### config.mk
export PLATFORM = sky130hd
export DESIGN_NAME = pool_window_sequencer
export DESIGN_NICKNAME = d
export VERILOG_FILES = /design/src/rtl/pool_seq_pkg.sv /design/src/rtl/pool_wrap_counter.sv /design/src/rtl/pool_window_sequencer.sv
export SDC_FILE = /design/constraint.sdc
export NUM_CORES = 1
export LEC_CHECK = 0
export ABC_AREA = 0
export CELL_PAD_IN_SITES_DETAIL_PLACEMENT = 1
export CELL_PAD_IN_SITES_GLOBAL_PLACEMENT = 1
export CORE_MARGIN = 5
export CORE_UTILIZATION = 45
export DETAILED_ROUTE_END_ITERATION = 7
export PLACE_DENSITY_LB_ADDON = 0.3
export SYNTH_ARGS = -nofsm -noshare
export SYNTH_HDL_FRONTEND = slang
export SYNTH_SLANG_ARGS = --single-unit
### constraint.sdc
create_clock -name clk -period 6.8 [get_ports clk]
set_clock_uncertainty 0.05 [all_clocks]
set_input_delay 1.36 -clock clk [delete_from_list [all_inputs] [get_ports clk]]
set_output_delay 1.36 -clock clk [all_outputs]
set_load 0.005 [all_outputs]
### src/rtl/pool_seq_pkg.sv
// Shared types for the max-pooling window sequencer: FSM encoding, default
// widths and the latched configuration bundle.
package pool_seq_pkg;

   localparam int ADDR_W_DEF = 16;
   localparam int DIM_W_DEF  = 8;

   typedef enum logic [1:0] {
      IDLE  = 2'd0,
      GEN   = 2'd1,
      FLUSH = 2'd2
   } state_t;

   typedef struct packed {
      logic [ADDR_W_DEF-1:0] in_base;
      logic [ADDR_W_DEF-1:0] out_base;
      logic [DIM_W_DEF-1:0]  in_w;
      logic [DIM_W_DEF-1:0]  kw_m1;
      logic [DIM_W_DEF-1:0]  kh_m1;
      logic [DIM_W_DEF-1:0]  stride_m1;
      logic [DIM_W_DEF-1:0]  ow_m1;
      logic [DIM_W_DEF-1:0]  oh_m1;
   } cfg_t;

endpackage

### src/rtl/pool_wrap_counter.sv
// One loop axis: counts 0..term while enabled; wrap pulses on the count that
// returns to zero so the next-outer axis can be chained from it.
module pool_wrap_counter #(
   parameter int W = 8
) (
   input  logic         clk,
   input  logic         rst,
   input  logic         clr,
   input  logic         en,
   input  logic [W-1:0] term,
   output logic [W-1:0] cnt,
   output logic         wrap
);

   assign wrap = en && (cnt == term);

   always_ff @(posedge clk) begin
      if (rst || clr) begin
         cnt <= '0;
      end else if (en) begin
         cnt <= (cnt == term) ? '0 : cnt + W'(1);
      end
   end

endmodule

### src/rtl/pool_window_sequencer.sv
// Address/control sequencer for a max-pooling datapath: walks every kernel
// window of a row-major image, emitting read addresses, first/last strobes.
//
//   state | meaning
//   IDLE  | finished or never started; done=1
//   GEN   | issuing one element per advance (running & ready)
//   FLUSH | final registered outputs retire; then back to IDLE
module pool_window_sequencer
   import pool_seq_pkg::*;
#(
   parameter int ADDR_W = ADDR_W_DEF,
   parameter int DIM_W  = DIM_W_DEF
) (
   input  logic              clk,
   input  logic              rst,
   input  logic              run,
   input  logic              running,
   input  logic              ready,
   input  logic [ADDR_W-1:0] in_base,
   input  logic [ADDR_W-1:0] out_base,
   input  logic [DIM_W-1:0]  in_w,
   input  logic [DIM_W-1:0]  kw_m1,
   input  logic [DIM_W-1:0]  kh_m1,
   input  logic [DIM_W-1:0]  stride_m1,
   input  logic [DIM_W-1:0]  ow_m1,
   input  logic [DIM_W-1:0]  oh_m1,
   output logic [ADDR_W-1:0] addr,
   output logic              addr_valid,
   output logic              first,
   output logic              last,
   output logic [ADDR_W-1:0] out_addr,
   output logic              done
);

   state_t state_q, state_d;
   cfg_t   cfg_q;

   logic [ADDR_W-1:0] srow_q;
   logic [ADDR_W-1:0] row_base_q;
   logic [ADDR_W-1:0] row_ptr_q;
   logic [ADDR_W-1:0] col_ptr_q;
   logic [ADDR_W-1:0] out_ptr_q;

   logic [DIM_W-1:0] kx, ky, ox, oy;
   logic             wrap_kx, wrap_ky, wrap_ox, wrap_oy;
   logic             adv;

   logic [DIM_W:0]     s_in;
   logic [2*DIM_W:0]   srow_in;
   logic [ADDR_W-1:0]  s_step;
   logic [ADDR_W-1:0]  cur_addr;
   logic               is_first, is_last;

   // Row stride in elements is formed once when config is latched; the
   // per-element path below only ever adds.
   assign s_in     = {1'b0, stride_m1} + (DIM_W+1)'(1);
   assign srow_in  = (2*DIM_W+1)'(s_in) * (2*DIM_W+1)'(in_w);
   assign s_step   = ADDR_W'(cfg_q.stride_m1) + ADDR_W'(1);
   assign cur_addr = row_ptr_q + col_ptr_q + ADDR_W'(kx);
   assign is_first = (kx == '0) && (ky == '0);
   assign is_last  = (kx == cfg_q.kw_m1) && (ky == cfg_q.kh_m1);
   assign done     = (state_q == IDLE);

   pool_wrap_counter #(.W(DIM_W)) u_kx (
      .clk(clk), .rst(rst), .clr(run), .en(adv),
      .term(cfg_q.kw_m1), .cnt(kx), .wrap(wrap_kx)
   );
   pool_wrap_counter #(.W(DIM_W)) u_ky (
      .clk(clk), .rst(rst), .clr(run), .en(wrap_kx),
      .term(cfg_q.kh_m1), .cnt(ky), .wrap(wrap_ky)
   );
   pool_wrap_counter #(.W(DIM_W)) u_ox (
      .clk(clk), .rst(rst), .clr(run), .en(wrap_ky),
      .term(cfg_q.ow_m1), .cnt(ox), .wrap(wrap_ox)
   );
   pool_wrap_counter #(.W(DIM_W)) u_oy (
      .clk(clk), .rst(rst), .clr(run), .en(wrap_ox),
      .term(cfg_q.oh_m1), .cnt(oy), .wrap(wrap_oy)
   );

   always_ff @(posedge clk) begin
      if (rst) state_q <= IDLE;
      else     state_q <= state_d;
   end

   // run restarts from any state and takes priority over an advance.
   always_comb begin
      state_d = state_q;
      adv     = 1'b0;
      if (run) begin
         state_d = GEN;
      end else if (running) begin
         case (state_q)
            GEN: begin
               adv = ready;
               if (ready && wrap_oy) state_d = FLUSH;
            end
            FLUSH:   state_d = IDLE;
            default: state_d = state_q;
         endcase
      end
   end

   always_ff @(posedge clk) begin
      if (rst) begin
         cfg_q      <= '0;
         srow_q     <= '0;
         row_base_q <= '0;
         row_ptr_q  <= '0;
         col_ptr_q  <= '0;
         out_ptr_q  <= '0;
         addr       <= '0;
         addr_valid <= 1'b0;
         first      <= 1'b0;
         last       <= 1'b0;
         out_addr   <= '0;
      end else begin
         addr_valid <= adv;
         if (run) begin
            cfg_q      <= '{in_base, out_base, in_w, kw_m1, kh_m1,
                            stride_m1, ow_m1, oh_m1};
            srow_q     <= ADDR_W'(srow_in);
            row_base_q <= in_base;
            row_ptr_q  <= in_base;
            col_ptr_q  <= '0;
            out_ptr_q  <= out_base;
            first      <= 1'b0;
            last       <= 1'b0;
         end else if (adv) begin
            addr     <= cur_addr;
            first    <= is_first;
            last     <= is_last;
            out_addr <= out_ptr_q;
            if (wrap_oy) begin
               // Rewind so the idle pointers match the latched config.
               row_base_q <= cfg_q.in_base;
               row_ptr_q  <= cfg_q.in_base;
               col_ptr_q  <= '0;
               out_ptr_q  <= cfg_q.out_base;
            end else begin
               if (wrap_ox) begin
                  row_base_q <= row_base_q + srow_q;
                  row_ptr_q  <= row_base_q + srow_q;
                  col_ptr_q  <= '0;
               end else if (wrap_ky) begin
                  row_ptr_q <= row_base_q;
                  col_ptr_q <= col_ptr_q + s_step;
               end else if (wrap_kx) begin
                  row_ptr_q <= row_ptr_q + ADDR_W'(cfg_q.in_w);
               end
               if (wrap_ky) out_ptr_q <= out_ptr_q + ADDR_W'(1);
            end
         end
      end
   end

endmodule
After elaboration in Yosys (flattened, before gate mapping)
Index checks and enable logic that the tools add are counted.

Register bits: 229. Input bits: 85. Logic and storage cells: 101.

Add/subtract/negate cells: 12. Multiply operators: 1. Eq/ne operators: 8. Mux-type cells: 28. Bitwise operators: 1. Reductions and logical operators: 27.

Operator list (number): $mux W16 (17); $add A16 B16 Y16 (2); $add A16 B8 Y16 (2); $add A8 B1 Y8 const B (4); $eq A8 B8 Y1 (4); $mux W8 (4); $add A8 B1 Y9 const B (2); $add A16 B1 Y16 const B (1); $add A16 B9 Y16 (1); $logic_not A8 Y1 (2); $mul A9 B8 Y16 (1); $reduce_bool A3 Y1 (4); $reduce_and A2 Y1 (5); $logic_and A1 B1 Y1 (7); $reduce_and A3 Y1 (2); $reduce_bool A2 Y1 (3); $mux W1 (5); $reduce_bool A5 Y1 (1); $pmux W2 S2 (1); $ne A3 B3 Y1 const B (1); $eq A2 B1 Y1 const B (1); $eq A2 B2 Y1 const B (1); $logic_not A2 Y1 (1); $mux W2 (1); other kinds (4) (4).

Logic depth before layout (Yosys ltp)
Gate-level depths: netlist (run 1).

Word-level depth: 13. Depth in mapped cells: 21. Gate-level depth less buffers: 20.

Modules after synthesis
A second synthesis (run 1) with hierarchy kept.

Cells, all modules: 1772. Area total of the unflattened synthesis: 15122.0 µm².

By module, submodules not included: pool_window_sequencer (times used 1, cells each 1580, area an instance 13305.3 µm², sequential area each 3943.8 µm²); pool_wrap_counter (times used 4, cells each 48, area an instance 454.2 µm², sequential area each 160.2 µm²).

Worst setup path after synthesis (run 1)
Ideal clock, no wire load.

Path kind: input to register. Start: input stride_m1[0]. End: register srow_q[15]. Library setup time: 132 ps. Arrival time: 5799 ps. Data required time: 6618 ps. Path slack: 819 ps. Stages: 19. Buffers on the path: 1. Path through: clkbuf_1 -> nand3_1 -> xor2_1 -> nand2b_1 -> fa_1 -> fa_1 -> inv_1 -> fa_1 -> inv_1 -> fa_1 -> inv_1 -> ha_1 -> a21boi_0 -> o21ai_0 -> a211oi_1 -> nor3_1 -> or3_1 -> nand3_1 -> a21oi_1.

Word-level cells in the longest chain between the ends: 2.

RTL lines: from (decl) (line pool_window_sequencer.sv:24) `input logic [DIM_W-1:0] stride_m1,`; $add A8 B1 Y9 (line pool_window_sequencer.sv:56) `assign s_in = {1'b0, stride_m1} + (DIM_W+1)'(1);`; $mul A9 B8 Y16 (line pool_window_sequencer.sv:57) `assign srow_in = (2*DIM_W+1)'(s_in) * (2*DIM_W+1)'(in_w);`; to (signal assigned) (line pool_window_sequencer.sv:122) `srow_q <= ADDR_W'(srow_in);`; to (decl) (line pool_window_sequencer.sv:38) `logic [ADDR_W-1:0] srow_q;`.

Every way passes these cells. A chain may end at the register's enable or synchronous reset.

Worst setup path after layout (run 1)
Start: input stride_m1[1]. End: register srow_q[15].

The elaborated chain is that of the path after synthesis.

==> results.toml, run 1 <==
[run_status]
status = "completed"

[routing]
drt_iter0_drc = 676
drtAntennaViolNets = 0
routed-wl-met3_mm = 1.65
viasPerCell = 5.62
finalWirelength_mm = 43.4
wl_met1_mm = 19.4
wl_met2_mm = 21.3
vias = 12500
drc = 0
topRoutingLayerUsed = "met4"
wl_per_cell_um = 19.6
drt-pass1-iter-count = 5

[synth]
synth_edf_count = 0
yosysMostFrequentCell = "dfxtp_1"
synthAdderAreaFrac_pct = 15.7
ys.flop_type = "dfxtp_1"
yosysTopAreaCellShare_pct = 31.9
ys_top_cells_by_count = "dfxtp_1 (229), nor2_1 (194), nand2_1 (182)"
synthSimpleGateAreaFrac_pct = 20.4
yosysTopAreaCell = "dfxtp_1"
synth_fp_nets = 1937
synthArstFlopShare_pct = 0
synth_cell_types = 70
yosysWarnings = 0
ys_ff_latch = 229
muxShareOfSynthArea_pct = 5.85
synthTopCellsByArea = "dfxtp_1 (32%), ha_1 (8.3%), fa_1 (7.4%)"
syn_area_um2 = 14400
synth_xor_area_share_pct = 7.44
ys_seq_area_share_pct = 31.9
syn-mean-instance-area_um2 = 8.43
synth-compound-area-share_pct = 13.6
synth_top_family_by_area = "simple AND/OR/NAND/NOR gates"
synth_cells = 1704

[floorplan]
rows = 65
die_area_um2 = 35600
fp.dieH_um = 189
core_area_um2 = 31600
ios = 121
initial_core_util_pct = 45.5
die_w_um = 189

[critical_path]
regToRegEndpoint = "row_ptr_q[0]"
cp-start-kind = "input pin"
rr_startpoint = "state_q[0]"
crit_type = "input pin to flop"
crit_arrival_ns = 6.64
r2r_cells = 11
crit_required_ns = 7.14
end_kind = "flop"
critPathMaxFanout = 8
rrSetupSlack_ns = 2.99

[min_path]
min_from = "addr[4]"
hold_end = "addr[4]"
min_path_cells = 2
worstHoldPathType = "flop to flop"

[global_route]
grt_antenna_before_repair = 0
grt_pass1_wl_mm = 70.3
grt_max_degree = 115
grt_use_total_pct = 23.8
grt_pass1_vias = 13400
grt.overflow.total = 0

[sta]
finalMaxSlewViolations = 0
worst_pin_slew_ns = 1.08
setup_viol = 0
max_freq_mhz = 159
post-route-period-util_pct = 92.6
hold_slack_ns = 0.405
period_minus_slack_ns = 6.29
hold_viol = 0
rsz0062_at_grt = "false"
max_slew_margin_pct = 27.5

[clock_tree]
clockRootBuffer = "clkbuf_16"
cts_setup_buffers = 0
clk_pin_slew_ns = 0.07
cts_made_buffers = 26
clock_path_buffers = 3
cts_tree = "done"
post_cts_resized = 0
clock_sinks = 229
cts_max_level = 1
clock_latency_ns = 0.54
cts_hold_buf = 0

[cells_and_area]
seq_area_um2 = 4580
layout-drive-gt1-share_pct = 4.30
fillers = 3771
multi_input_area_um2 = 9050
syn_to_final_growth_pct = 16.9
n_antenna_cell = 0
layout.nets = 2031

[pwr]
power.leakage_uw = 0.00707
peakVddDrop_v = 0.000194
powerDensity_nw_per_um2 = 241
total_power_uw = 4040

[place]
place_congestion = 0.862
io_buffer_count = 120
hpwl_mm = 32.2

[job]
cap_viol_max_count = 0
## metrics by stage
step	setup slack (ns)	std cells	cell area [um^2]	util (%)	TNS [ns]
global placement	0.0925	2172	15900	50.4	0
global route	0.122	2216	16800	53.2	0
CTS	0.489	2216	16800	53.2	0
finish	0.506	2216	16800	53.2	0
detailed placement	-0.0936	2172	15900	50.4	-0.0936
floorplan	0.819	1704	14400	-	0
## power breakdown
part	leakage (uW)	internal, uW	switching, uW
registers	0.00187	1410	72.9
clock network	0.000432	881	573
logic	0.00476	478	626
## worst max-delay path, stage by stage
cell and delay, ns:
clkdlybuf4s50_1 0.47, ha_1 0.24, nand3_1 0.13, nor2_1 0.09, xnor2_1 0.56, nor2b_1 0.16
fa_1 0.59, fa_1 0.44, fa_1 0.55, inv_1 0.06, fa_1 0.53, inv_1 0.04
ha_1 0.36, nand3_1 0.10, a211oi_1 0.28, nor3_1 0.12, or3_1 0.37, nand3_1 0.09
a21oi_1 0.08
## layout by cell type, fill, tap and decap left out, types with 8 or more instances in the layout
| cell type | n |
|---|---|
| nand4_1 | 20 |
| nand3_1 | 31 |
| nor2_1 | 193 |
| buf_4 | 19 |
| o21ai_0 | 70 |
| nand2b_1 | 15 |
| nand3b_1 | 9 |
| and2_1 | 24 |
| xnor2_1 | 61 |
| nor3_1 | 25 |
| clkbuf_16 | 27 |
| a31oi_1 | 8 |
| nor2b_1 | 56 |
| o211ai_1 | 14 |
| clkdlybuf4s50_1 | 118 |
| clkbuf_8 | 8 |
| a21o_1 | 14 |
| dfxtp_1 | 229 |
| xor2_1 | 61 |
| or3_1 | 16 |
| inv_1 | 109 |
| and3_1 | 17 |
| ha_1 | 95 |
| mux2i_1 | 84 |
| fa_1 | 53 |
| a211oi_1 | 15 |
| a21oi_1 | 125 |
| nand2_1 | 182 |
| o21a_1 | 13 |
## state kept, by name, indices dropped and copies added (netlist names), 2 cells and up
| register | cells |
|---|---|
| row_base_q | 16 |
| addr | 16 |
| col_ptr_q | 16 |
| row_ptr_q | 16 |
| srow_q | 16 |
| state_q | 2 |
| u_ky.cnt | 8 |
| cfg_q | 80 |
| out_ptr_q | 16 |
| u_ox.cnt | 8 |
| out_addr | 16 |
| u_oy.cnt | 8 |
| u_kx.cnt | 8 |
## worst max-delay path by stage
stage	start	end	depth (start not counted)	slack, ns
after floorplan	stride_m1[0]	srow_q[15]	19	0.82
after global placement	stride_m1[1]	srow_q[15]	19	0.09
after detailed placement	stride_m1[1]	srow_q[15]	19	-0.09
after CTS	stride_m1[1]	srow_q[15]	19	0.49
after global routing	stride_m1[0]	srow_q[15]	21	0.12
final	stride_m1[1]	srow_q[15]	19	0.51
## metal layers
metal  track usage (%)  vias to the layer above
met5                 0                        -
met1              31.0                     6174
met3              2.72                       69
li1                  -                     5980
met2              42.6                      237
met4              5.47                        0
## cells by family after synthesis
group                      count (synthesis)
and+or+nand+nor                          619
AOI/OAI and AO/OA                        318
DFF                                      229
buffers and inverters                    184
adders and majority gates                148
xor gates and xnor gates                 122
muxes                                     84
## layout make-up
| cell class | count | share of cell area [%] |
|---|---|---|
| clock inverters | 4 | 0.417 |
| well taps | 402 | 3.00 |
| multi-input cells | 1291 | 53.9 |
| inverters | 110 | 2.46 |
| clock buffers | 40 | 4.79 |
| repair buffers | 140 | 8.14 |
| flip-flops and latches | 229 | 27.3 |
No activity file was read; power rests on OpenSTA's default activity.
==> inputs of run 2 (changes only) <==
--- a/config.mk
+++ b/config.mk
@@ -11,6 +11,7 @@
 export CORE_MARGIN = 5
 export CORE_UTILIZATION = 45
 export DETAILED_ROUTE_END_ITERATION = 7
+export HOLD_SLACK_MARGIN = 0.08
 export PLACE_DENSITY_LB_ADDON = 0.3
 export SYNTH_ARGS = -nofsm -noshare
 export SYNTH_HDL_FRONTEND = slang
==> results of run 2 <==
Final layout, timing and power as in run 1 (identical DEF).
